==> config.mk <==
export PLATFORM = sky130hd
export DESIGN_NAME = id_stage_buffered
export DESIGN_NICKNAME = d
export VERILOG_FILES = /design/src/rtl/id_stage_buffered_pkg.sv /design/src/rtl/id_stage_buffered_inst_fifo.sv /design/src/rtl/id_stage_buffered.sv
export SDC_FILE = /design/constraint.sdc
export NUM_CORES = 1
export LEC_CHECK = 0
export BUFFER_PORTS_ARGS = -buffer_cell sky130_fd_sc_hd__buf_2
export CAP_MARGIN = 30
export CORE_ASPECT_RATIO = 0.75
export CORE_UTILIZATION = 50
export DETAILED_ROUTE_END_ITERATION = 16
export PLACE_DENSITY = 0.75
export SYNTH_ARGS = -nofsm -noshare
export SYNTH_HDL_FRONTEND = slang
export SYNTH_HIERARCHICAL = 1
export SYNTH_SLANG_ARGS = --single-unit
==> constraint.sdc <==
create_clock -name clk -period 4.4 [get_ports clk]
set_input_delay 0.66 -clock clk [delete_from_list [all_inputs] [get_ports clk]]
set_output_delay 0.66 -clock clk [all_outputs]
set_load 0.05 [all_outputs]
==> src/rtl/id_stage_buffered_pkg.sv <==
// rtl/id_stage_buffered_pkg.sv - shared RV32I opcode constants and width defaults
package id_stage_buffered_pkg;

  localparam int XLEN_DEF = 32;
  localparam int RA_W_DEF = 5;

  localparam logic [6:0] OPC_LUI    = 7'b0110111;
  localparam logic [6:0] OPC_AUIPC  = 7'b0010111;
  localparam logic [6:0] OPC_JAL    = 7'b1101111;
  localparam logic [6:0] OPC_JALR   = 7'b1100111;
  localparam logic [6:0] OPC_BRANCH = 7'b1100011;
  localparam logic [6:0] OPC_LOAD   = 7'b0000011;
  localparam logic [6:0] OPC_STORE  = 7'b0100011;
  localparam logic [6:0] OPC_OP_IMM = 7'b0010011;
  localparam logic [6:0] OPC_OP     = 7'b0110011;

  localparam logic [6:0] NON_OP    = 7'b0000000;
  localparam logic [2:0] NON_FUNC3 = 3'b000;
  localparam logic [6:0] NON_FUNC7 = 7'b0000000;

endpackage

==> src/rtl/id_stage_buffered_inst_fifo.sv <==
// rtl/id_stage_buffered_inst_fifo.sv - synchronous {pc, inst} queue with count, flush and rdy gating
module inst_fifo #(
  parameter int W     = 64,
  parameter int DEPTH = 4
) (
  input  logic                       clk,
  input  logic                       rst,
  input  logic                       rdy,
  input  logic                       flush,
  input  logic                       push,
  input  logic [W-1:0]               wdata,
  input  logic                       pop,
  output logic [W-1:0]               rdata,
  output logic                       empty,
  output logic                       full,
  output logic [$clog2(DEPTH):0]     count
);

  localparam int AW = $clog2(DEPTH);
  localparam int CW = AW + 1;

  logic [W-1:0]  mem [DEPTH];
  logic [AW-1:0] wr_ptr;
  logic [AW-1:0] rd_ptr;
  logic          push_ok;
  logic          pop_ok;

  assign full    = (count == CW'(DEPTH));
  assign empty   = (count == '0);
  assign push_ok = push & ~full;
  assign pop_ok  = pop & ~empty;
  assign rdata   = mem[rd_ptr];

  // Storage write; a flush drops any same-cycle push so the slot is left untouched.
  always_ff @(posedge clk) begin
    if (rdy && !flush && push_ok) begin
      mem[wr_ptr] <= wdata;
    end
  end

  // Pointers wrap naturally because DEPTH is a power of two; count carries the extra full bit.
  always_ff @(posedge clk) begin
    if (rst) begin
      wr_ptr <= '0;
      rd_ptr <= '0;
      count  <= '0;
    end else if (rdy) begin
      if (flush) begin
        wr_ptr <= '0;
        rd_ptr <= '0;
        count  <= '0;
      end else begin
        if (push_ok) wr_ptr <= wr_ptr + AW'(1);
        if (pop_ok)  rd_ptr <= rd_ptr + AW'(1);
        count <= count + CW'(push_ok) - CW'(pop_ok);
      end
    end
  end

endmodule

==> src/rtl/id_stage_buffered.sv <==
// rtl/id_stage_buffered.sv - queued RV32I decode stage with forwarding, hazard stall and ID/EX slot
module id_stage_buffered
  import id_stage_buffered_pkg::*;
#(
  parameter int XLEN       = XLEN_DEF,
  parameter int RA_W       = RA_W_DEF,
  parameter int FIFO_DEPTH = 4,
  parameter int FWD_EN     = 1
) (
  input  logic                          clk,
  input  logic                          rst,
  input  logic                          rdy,
  input  logic                          flush_i,
  input  logic                          in_valid,
  output logic                          in_ready,
  input  logic [XLEN-1:0]               in_pc,
  input  logic [31:0]                   in_inst,
  output logic [RA_W-1:0]               rs1_addr_o,
  output logic [RA_W-1:0]               rs2_addr_o,
  input  logic [XLEN-1:0]               rs1_data_i,
  input  logic [XLEN-1:0]               rs2_data_i,
  input  logic                          ex_wreg_i,
  input  logic                          ex_is_load_i,
  input  logic [RA_W-1:0]               ex_wd_i,
  input  logic [XLEN-1:0]               ex_wdata_i,
  input  logic                          mem_wreg_i,
  input  logic [RA_W-1:0]               mem_wd_i,
  input  logic [XLEN-1:0]               mem_wdata_i,
  output logic                          out_valid,
  input  logic                          out_ready,
  output logic [XLEN-1:0]               out_pc,
  output logic [6:0]                    out_opcode,
  output logic [2:0]                    out_func3,
  output logic [6:0]                    out_func7,
  output logic [XLEN-1:0]               out_op1,
  output logic [XLEN-1:0]               out_op2,
  output logic [XLEN-1:0]               out_imm,
  output logic [RA_W-1:0]               out_rd,
  output logic                          out_wreg,
  output logic                          hazard_stall_o,
  output logic [$clog2(FIFO_DEPTH):0]   fifo_count_o
);

  localparam bit FWD_OFF = (FWD_EN == 0);

  logic [XLEN+31:0] head;
  logic [XLEN-1:0]  head_pc;
  logic [31:0]      inst;
  logic             fifo_empty;
  logic             fifo_full;
  logic             head_valid;
  logic             issue;

  logic [RA_W-1:0]  rs1;
  logic [RA_W-1:0]  rs2;
  logic [RA_W-1:0]  rd;
  logic [6:0]       opcode;

  logic             known;
  logic             use_rs1;
  logic             use_rs2;
  logic             dec_wreg;
  logic [31:0]      imm32;
  logic [XLEN-1:0]  dec_imm;

  logic             ex_m1, ex_m2, mem_m1, mem_m2;
  logic             hz1, hz2, hazard;
  logic [XLEN-1:0]  op1, op2;

  assign in_ready = rdy & ~rst & ~fifo_full;

  inst_fifo #(
    .W     (XLEN + 32),
    .DEPTH (FIFO_DEPTH)
  ) u_fifo (
    .clk   (clk),
    .rst   (rst),
    .rdy   (rdy),
    .flush (flush_i),
    .push  (in_valid & in_ready),
    .wdata ({in_pc, in_inst}),
    .pop   (issue),
    .rdata (head),
    .empty (fifo_empty),
    .full  (fifo_full),
    .count (fifo_count_o)
  );

  assign head_valid = ~fifo_empty;
  assign head_pc    = head[XLEN+31:32];
  assign inst       = head[31:0];

  assign opcode     = inst[6:0];
  assign rs1        = inst[19:15];
  assign rs2        = inst[24:20];
  assign rd         = inst[11:7];
  assign rs1_addr_o = rs1;
  assign rs2_addr_o = rs2;

  // Opcode classification: source usage, writeback and raw 32-bit immediate.
  always_comb begin
    known    = 1'b1;
    use_rs1  = 1'b0;
    use_rs2  = 1'b0;
    dec_wreg = 1'b0;
    imm32    = 32'h0;
    case (opcode)
      OPC_LUI, OPC_AUIPC: begin
        dec_wreg = 1'b1;
        imm32    = {inst[31:12], 12'h000};
      end
      OPC_JAL: begin
        dec_wreg = 1'b1;
        imm32    = {{11{inst[31]}}, inst[31], inst[19:12], inst[20], inst[30:21], 1'b0};
      end
      OPC_JALR, OPC_LOAD, OPC_OP_IMM: begin
        dec_wreg = 1'b1;
        use_rs1  = 1'b1;
        imm32    = {{20{inst[31]}}, inst[31:20]};
      end
      OPC_BRANCH: begin
        use_rs1 = 1'b1;
        use_rs2 = 1'b1;
        imm32   = {{19{inst[31]}}, inst[31], inst[7], inst[30:25], inst[11:8], 1'b0};
      end
      OPC_STORE: begin
        use_rs1 = 1'b1;
        use_rs2 = 1'b1;
        imm32   = {{20{inst[31]}}, inst[31:25], inst[11:7]};
      end
      OPC_OP: begin
        dec_wreg = 1'b1;
        use_rs1  = 1'b1;
        use_rs2  = 1'b1;
      end
      default: known = 1'b0;
    endcase
    if (rd == '0) dec_wreg = 1'b0;
  end

  assign dec_imm = XLEN'($signed(imm32));

  assign ex_m1  = ex_wreg_i  & (ex_wd_i  == rs1);
  assign ex_m2  = ex_wreg_i  & (ex_wd_i  == rs2);
  assign mem_m1 = mem_wreg_i & (mem_wd_i == rs1);
  assign mem_m2 = mem_wreg_i & (mem_wd_i == rs2);

  // Operand priority: x0 or unused, then EX result, then MEM result, then register file.
  assign op1 = (!use_rs1 || rs1 == '0) ? '0 :
               ex_m1  ? ex_wdata_i  :
               mem_m1 ? mem_wdata_i : rs1_data_i;
  assign op2 = (!use_rs2 || rs2 == '0) ? '0 :
               ex_m2  ? ex_wdata_i  :
               mem_m2 ? mem_wdata_i : rs2_data_i;

  // A load in EX cannot be forwarded yet; with forwarding off, any in-flight producer blocks.
  assign hz1 = use_rs1 & (rs1 != '0) & ((ex_m1 & ex_is_load_i) | (FWD_OFF & (ex_m1 | mem_m1)));
  assign hz2 = use_rs2 & (rs2 != '0) & ((ex_m2 & ex_is_load_i) | (FWD_OFF & (ex_m2 | mem_m2)));
  assign hazard         = head_valid & (hz1 | hz2);
  assign hazard_stall_o = hazard;

  assign issue = rdy & ~flush_i & head_valid & ~hazard & (~out_valid | out_ready);

  // ID/EX slot: load on issue, drain on accept, hold under backpressure or rdy=0.
  always_ff @(posedge clk) begin
    if (rst) begin
      out_valid  <= 1'b0;
      out_pc     <= '0;
      out_opcode <= NON_OP;
      out_func3  <= NON_FUNC3;
      out_func7  <= NON_FUNC7;
      out_op1    <= '0;
      out_op2    <= '0;
      out_imm    <= '0;
      out_rd     <= '0;
      out_wreg   <= 1'b0;
    end else if (rdy) begin
      if (flush_i) begin
        out_valid <= 1'b0;
      end else if (issue) begin
        out_valid  <= 1'b1;
        out_pc     <= known ? head_pc      : '0;
        out_opcode <= known ? opcode       : NON_OP;
        out_func3  <= known ? inst[14:12]  : NON_FUNC3;
        out_func7  <= known ? inst[31:25]  : NON_FUNC7;
        out_op1    <= known ? op1          : '0;
        out_op2    <= known ? op2          : '0;
        out_imm    <= known ? dec_imm      : '0;
        out_rd     <= known ? rd           : '0;
        out_wreg   <= known & dec_wreg;
      end else if (out_ready) begin
        out_valid <= 1'b0;
      end
    end
  end

endmodule

==> results of run 1 <==
-- metal layers --
metal	vias up	GRT usage, %
met5	-	0
met4	2	10.02
met3	111	7.004
met2	778	41.97
met1	6787	41.12
li1	6153	-
-- state kept, by name, indices dropped and copies added, names as in the netlist, 3 cells and up, named ones only --
register / count
out_func3: 3
out_func7: 7
out_imm: 32
out_op1: 32
out_op2: 32
out_opcode: 7
out_pc: 32
out_rd: 5
u_fifo/count: 3
u_fifo/mem: 256
-- what timing repair did --
| action | CTS | global route |
|---|---|---|
| setup buffers | 0 | 6 |
| resized for setup | 0 | 1 |
| endpoints found under the setup margin | 0 | 1 |
-- Yosys cell counts (3+ instances only) --
library cell    n  area (sq um)
and4_1          3         26.28
a31oi_1         5         31.28
mux4_2         64          1441
buf_1           4         15.01
nand4_1         6         37.54
buf_2          23         115.1
ha_1            6         75.07
or3_1          30         187.7
a211oi_1        3         22.52
nand2_1       157         589.3
nand3b_1        6         45.04
edfxtp_1      256          7687
o31ai_1        28         210.2
nand4b_1        4         35.03
and3_1         26         162.7
and2_1          9         56.30
mux2_1          9         101.4
or4_1           4         30.03
a21o_1         10         75.07
nor2_1         10         37.54
nand2b_1        6         37.54
clkbuf_1       77         289.0
a22o_1          4         35.03
dfxtp_1       161          3223
or2_2           3         18.77
a21oi_1        16         80.08
nor2b_1        13         81.33
o211ai_1        4         30.03
a21boi_0       65         488.0
mux2i_1        77         770.7
xnor2_1        20         175.2
nor3_1          4         20.02
o22ai_1       142         888.4
buf_6           8         90.09
nand3_1        48         240.2
inv_1          77         289.0
o21ai_0         8         40.04
-- area by class of cell --
cell class	instances	area share, %
Timing Repair Buffer	436	10.84
Antenna cell	16	0.1824
Multi-Input combinational cell	819	29.34
Inverter	79	1.363
Clock inverter	20	0.8095
Tap cell	457	2.605
Sequential cell	417	49.75
Clock buffer	56	5.114
-- worst max path at each step --
stage                     slack (ns)  depth (start not counted)               to  startpoint
after floorplan                -0.14                         21  u_fifo/count[2]    register
after global placement          0.20                         16  u_fifo/count[2]    register
after detailed placement        0.15                         16  u_fifo/count[2]    register
after CTS                       0.14                         16  u_fifo/count[2]    register
after global routing             0.1                         18  u_fifo/count[2]    register
final                           0.26                         17  u_fifo/count[2]    register
-- kinds of logic (layout without fill, tap and decap cells) --
kind of cell | count (synthesis) | in the layout | synth area share, %
fa+ha+maj | 7 | 7 | 0.5258
xor+xnor | 21 | 21 | 1.017
simple gates | 342 | 342 | 9.597
compound gates | 298 | 298 | 11.17
flops | 417 | 417 | 60.33
mux | 151 | 151 | 12.86
other cells | 0 | 16 | 0
buf+inv | 192 | 591 | 4.504
-- through the flow --
step	hold slack, ns	worst slack [ns]	total power, W	std cells	instance area (sq um)
floorplan	0.4865	-0.1409	0.004413	1428	18130
finish	0.3151	0.2556	0.007951	2300	21950
global route	0.3082	0.09713	0.008169	2295	21930
CTS	0.2951	0.1422	0.008000	2278	21850
global placement	0.4404	0.2006	0.004609	2201	20530
detailed placement	0.4496	0.1525	0.004615	2202	20550
-- report_power, final --
part           internal [W]  switching [W]
registers           0.00415     0.00000256
clock network       0.00192        0.00149
logic              0.000149       0.000244
total               0.00622        0.00174
==> impl_metrics.csv, run 1 <==
group,metric,value,unit
global_routing,grt_max_degree,89,
route,drt.antenna.violating_nets,0,
yosys,async_flop_share,0,%
worst_hold_path,hold_path.class,"in2reg",
placed_design,gp_congestion,0.9929,
timing,finClkSkew,0.02067,ns
worst_setup_path,path_delay_family,"simple AND/OR/NAND/NOR gates",
route,routedWlPerCell,23.55,um
placed_design,portBuffers,377,
yosys,synthCells,1428,
timing,rsz0062_at_grt,"no",
global_routing,grt_antenna_before_repair,17,
final_layout,layout_commonest_cell,"buf_2",
floorplanning,die_x,221.6,um
final_layout,final_util,62.46,%
global_routing,grt_pass1_vias,12970,
floorplanning,rows,59,
timing,period_share,94.19,%
timing,finalMaxSlewViolations,0,
cts,cts_tree,"done",
floorplanning,num_io_pins,378,
timing,tns,0,ns
cts,clock_path_buffers,3,
timing,period_minus_slack,4.144,ns
global_routing,grt_pass1_wl,80240,um
final_layout,fillers,2794,
final_layout,area_growth,21.37,%
cts,clk_latency,0.55,ns
worst_hold_path,hold_path_end,"u_fifo/mem[2][34]",
final_layout,drive_gt1_share,32.29,%
route,num_vias,13830,
global_routing,grt_usage,28.50,%
yosys,syn-num-nets,1646,
yosys,yosysSeqAreaShare,60.33,%
route,drt_first_pass_iters,6,
timing,hold_violations,0,
yosys,synth_cell_type_count,66,
cts,htreeDepth,2,
timing,clock.fmax,241.3,MHz
flow_run,max-cap-violations,0,
timing,slew-limit-headroom,45.80,%
route,wl,54160,um
floorplanning,die_h,166.7,um
yosys,avgSynthCellArea,12.66,sq um
worst_setup_path,crit_path_cell_trace,"buf_4 > mux4_2 > or4_4 > a2bb2oi_2 > nor4b_4 > a211o_4 > inv_2 > o31ai_2 > inv_1 > ha_1 > inv_1 > ha_1 > inv_1 > fa_2 > xnor2_1 > or3_1 > a31oi_1",
yosys,netlist_area,18080,sq um
final_layout,nNetsFinal,2012,
power,powerDensity,362.3,nW/um^2
floorplanning,die_area,36940,sq um
worst_setup_path,cp_data_required_time,4.87,ns
worst_setup_path,critical_path_class,"reg2reg",
timing,final-setup-viol-count,0,
worst_setup_path,startpoint_type,"register",
worst_setup_path,r2r_slack,0.26,ns
power,ir_worst_vdd,0.3196,mV
yosys,synth-main-ff-cell,"edfxtp_1",
cts,cts.sinks,417,
final_layout,regArea,10920,sq um
power,p_leak,8.612,nW
final_layout,layout_common_cells,"buf_2, edfxtp_1, dfxtp_1",
worst_hold_path,min_from,"in_pc[2]",
global_routing,grt_overflow,0,
route,route.met2.wl,24610,um
yosys,synth_edf_count,256,
floorplanning,initial_core_util,51.46,%
worst_setup_path,r2r_cells,17,
cts,cts.reportedPaths.clkPinSlew,0.06,ns
yosys,ys_warn_count,6,
worst_setup_path,end_kind,"register",
final_layout,multi_input_area,6440,sq um
worst_setup_path,cp_num_buf_inv,5,
placed_design,dp_hpwl,36690,um
route,met1Wirelength,22740,um
cts,cts_buffers,41,
worst_hold_path,whs_path_depth,1,
worst_setup_path,crit_top_cell,"inv_1",
floorplanning,core_area,35140,sq um
route,drc,0,
worst_setup_path,cp_slowest_cell,"or4_4",
route,drtIter0Drc,1658,
worst_setup_path,r2r-end,"u_fifo/count[2]",
timing,tightest_slew,0.8130,ns
worst_setup_path,slowest_delay,0.56,ns
cts,cts_root_buf,"clkbuf_16",
route,avgViaCountPerCell,6.013,
worst_setup_path,worst-path-max-fanout,11,
yosys,synth-seq-cells,417,
cts,cts_hold_buf,0,
status,outcome,"completed",
route,wl_met3,5203,um
worst_setup_path,arrival,4.62,ns
route,dr.max_layer_used,"met5",
No activity file was read; power rests on OpenSTA's default activity.
==> run 2, diff against run 1 <==
Settings changed: SYNTH_HIERARCHICAL 1 to unset.
==> impl_metrics.csv, run 2 <==
group,metric,value,unit
floorplanning,die_h,166.6,um
floorplanning,rows,59,
final_layout,regMostFlops,"u_fifo.mem",
flow_run,max-cap-violations,0,
route,routedWlPerCell,22.84,um
route,drc,0,
worst_setup_path,arrival,3.53,ns
yosys,async_flop_share,0,%
timing,tns,0,ns
cts,clk_latency,0.56,ns
route,wl,50890,um
cts,cts_tree,"done",
timing,finClkSkew,0.02407,ns
cts,cts.reportedPaths.clkPinSlew,0.06,ns
power,p_leak,8.704,nW
timing,hold_ws,0.3197,ns
worst_setup_path,worst-path-max-fanout,33,
floorplanning,num_io_pins,378,
timing,period_minus_slack,4.194,ns
final_layout,nNetsFinal,1943,
timing,clock.fmax,238.5,MHz
timing,period_share,95.31,%
yosys,synth_cell_type_count,65,
status,outcome,"completed",
yosys,synth_top_area_share,42.54,%
floorplanning,core_area,35140,sq um
yosys,yosys-top-cells-count,"edfxtp_1, nand2_1, dfxtp_1",
final_layout,final_util,61.65,%
placed_design,dp_hpwl,34130,um
final_layout,layout_commonest_cell,"buf_2",
timing,rsz0062_at_grt,"no",
route,drt_first_pass_iters,5,
final_layout,largest_reg_flops,256,
yosys,yosysSeqAreaShare,60.38,%
timing,final-setup-viol-count,0,
final_layout,area_growth,19.88,%
yosys,ys_warn_count,0,
yosys,synth_top_cell_by_area,"edfxtp_1",
yosys,avgSynthCellArea,13.09,sq um
worst_setup_path,cp_num_buf_inv,2,
timing,finalMaxSlewViolations,0,
cts,cts_root_buf,"clkbuf_16",
worst_setup_path,slowest_delay,0.74,ns
cts,cts_hold_buf,0,
global_routing,grt_pass1_vias,12550,
final_layout,layout_common_cells,"buf_2, edfxtp_1, nand2_1",
global_routing,grt_max_degree,122,
global_routing,grt_pass1_wl,76460,um
cts,cts.sinks,417,
cts,cts_resized,0,
final_layout,drive_gt1_share,32.08,%
cts,post_cts_buffers,0,
yosys,synthCells,1381,
worst_setup_path,startpoint_type,"register",
yosys,synth-seq-cells,417,
yosys,syn-num-nets,1599,
final_layout,fillers,2743,
worst_hold_path,hold_path.class,"in2reg",
placed_design,portBuffers,377,
worst_setup_path,critical_path_class,"reg2out",
floorplanning,initial_core_util,51.43,%
placed_design,gp_congestion,0.9342,
cts,clock_path_buffers,3,
timing,tightest_slew,1.003,ns
floorplanning,die_x,221.5,um
timing,hold_violations,0,
power,ir_worst_vdd,0.3582,mV
yosys,synth_most_common_cell,"edfxtp_1",
global_routing,grt_overflow,0,
worst_setup_path,crit_path_cell_trace,"mux4_1 > xnor2_1 > nand4_1 > or2_1 > buf_4 > o22a_1 > nor2_1 > buf_2",
cts,htreeDepth,2,
cts,cts_buffers,41,
route,avgViaCountPerCell,5.813,
yosys,synth-main-ff-cell,"edfxtp_1",
global_routing,grt_antenna_before_repair,20,
timing,slew-limit-headroom,33.00,%
power,powerDensity,368.5,nW/um^2
worst_setup_path,cp_data_required_time,3.74,ns
worst_setup_path,path_delay_family,"multiplexers",
route,drtIter0Drc,1155,
yosys,synth_edf_count,256,
floorplanning,die_area,36910,sq um
global_routing,grt_usage,27.27,%
yosys,netlist_area,18070,sq um
worst_setup_path,end_kind,"output port",
route,drt.antenna.violating_nets,0,
route,num_vias,12950,
yosys,yosys-top-cells-area,"edfxtp_1, dfxtp_1, mux2i_1, mux4_2, nand2_1",
worst_setup_path,cp_slowest_cell,"mux4_1",
==> run 2: cell count changes after synthesis, moves of 27 or more <==
cell	previous run	this run
o22ai_1	142	3
nor2_1	10	76
a21boi_0	65	2
mux2i_1	77	140
a211oi_1	3	40
nor3_1	4	38
a211o_1	1	33
o32ai_1	0	32
or3_1	30	1
inv_1	77	49
o31ai_1	28	1
==> run 2: area by class of cell <==
type	instances	area, sq um	area share, %
Antenna cell	13	32.53	0.1502
Clock buffer	65	1249	5.764
Clock inverter	11	103.9	0.4794
Inverter	50	192.7	0.8894
Multi-Input combinational cell	809	6405	29.56
Sequential cell	417	10920	50.40
Tap cell	457	571.8	2.639
Timing Repair Buffer	406	2192	10.12
==> run 2: worst paths after layout <==
kind	from	to	slack [ns]	cells after the start
max reg2reg	register	u_fifo.count[2]	0.38	17
min	in_inst[10]	u_fifo.mem[1][10]	0.32	1
min reg2reg	out_op1[7]	out_op1[7]	0.45	2
max	register	hazard_stall_o	0.21	8
==> run 2: logic make-up after synthesis <==
logic type,Yosys count,synth area share [%]
buffers and inverters,155,4.570
multiplexers,214,16.21
adder cells (fa/ha/maj),7,0.5262
AND/OR/NAND/NOR,394,9.763
flip-flops,417,60.38
AO/OA/AOI/OAI,172,7.492
XOR/XNOR,22,1.066
==> run 2: layer usage <==
layer	share of wire [%]	GRT usage, %	wire, um	up-vias
met2	46	43.31	23530	580
met5	0.15	0	74	-
li1	-	-	-	5851
met4	4.2	11.02	2145	12
met3	9.1	7.604	4634	119
met1	40	35.51	20510	6390
==> run 2: through the flow <==
stage	cell area (sq um)	power (W)	std cells	worst slack [ns]
floorplan	18080	0.004386	1381	0.3563
detailed placement	20270	0.004567	2139	0.3213
CTS	21630	0.008043	2215	0.1973
finish	21660	0.007983	2228	0.2063
global route	21650	0.008223	2223	0.005972
global placement	20270	0.004557	2139	0.3756
==> run 2: report_power, final <==
part / switching (W) / internal [W]
logic: 0.000205 / 0.000129
clock network: 0.00148 / 0.00202
registers: 0.00000374 / 0.00415
total: 0.00169 / 0.00629
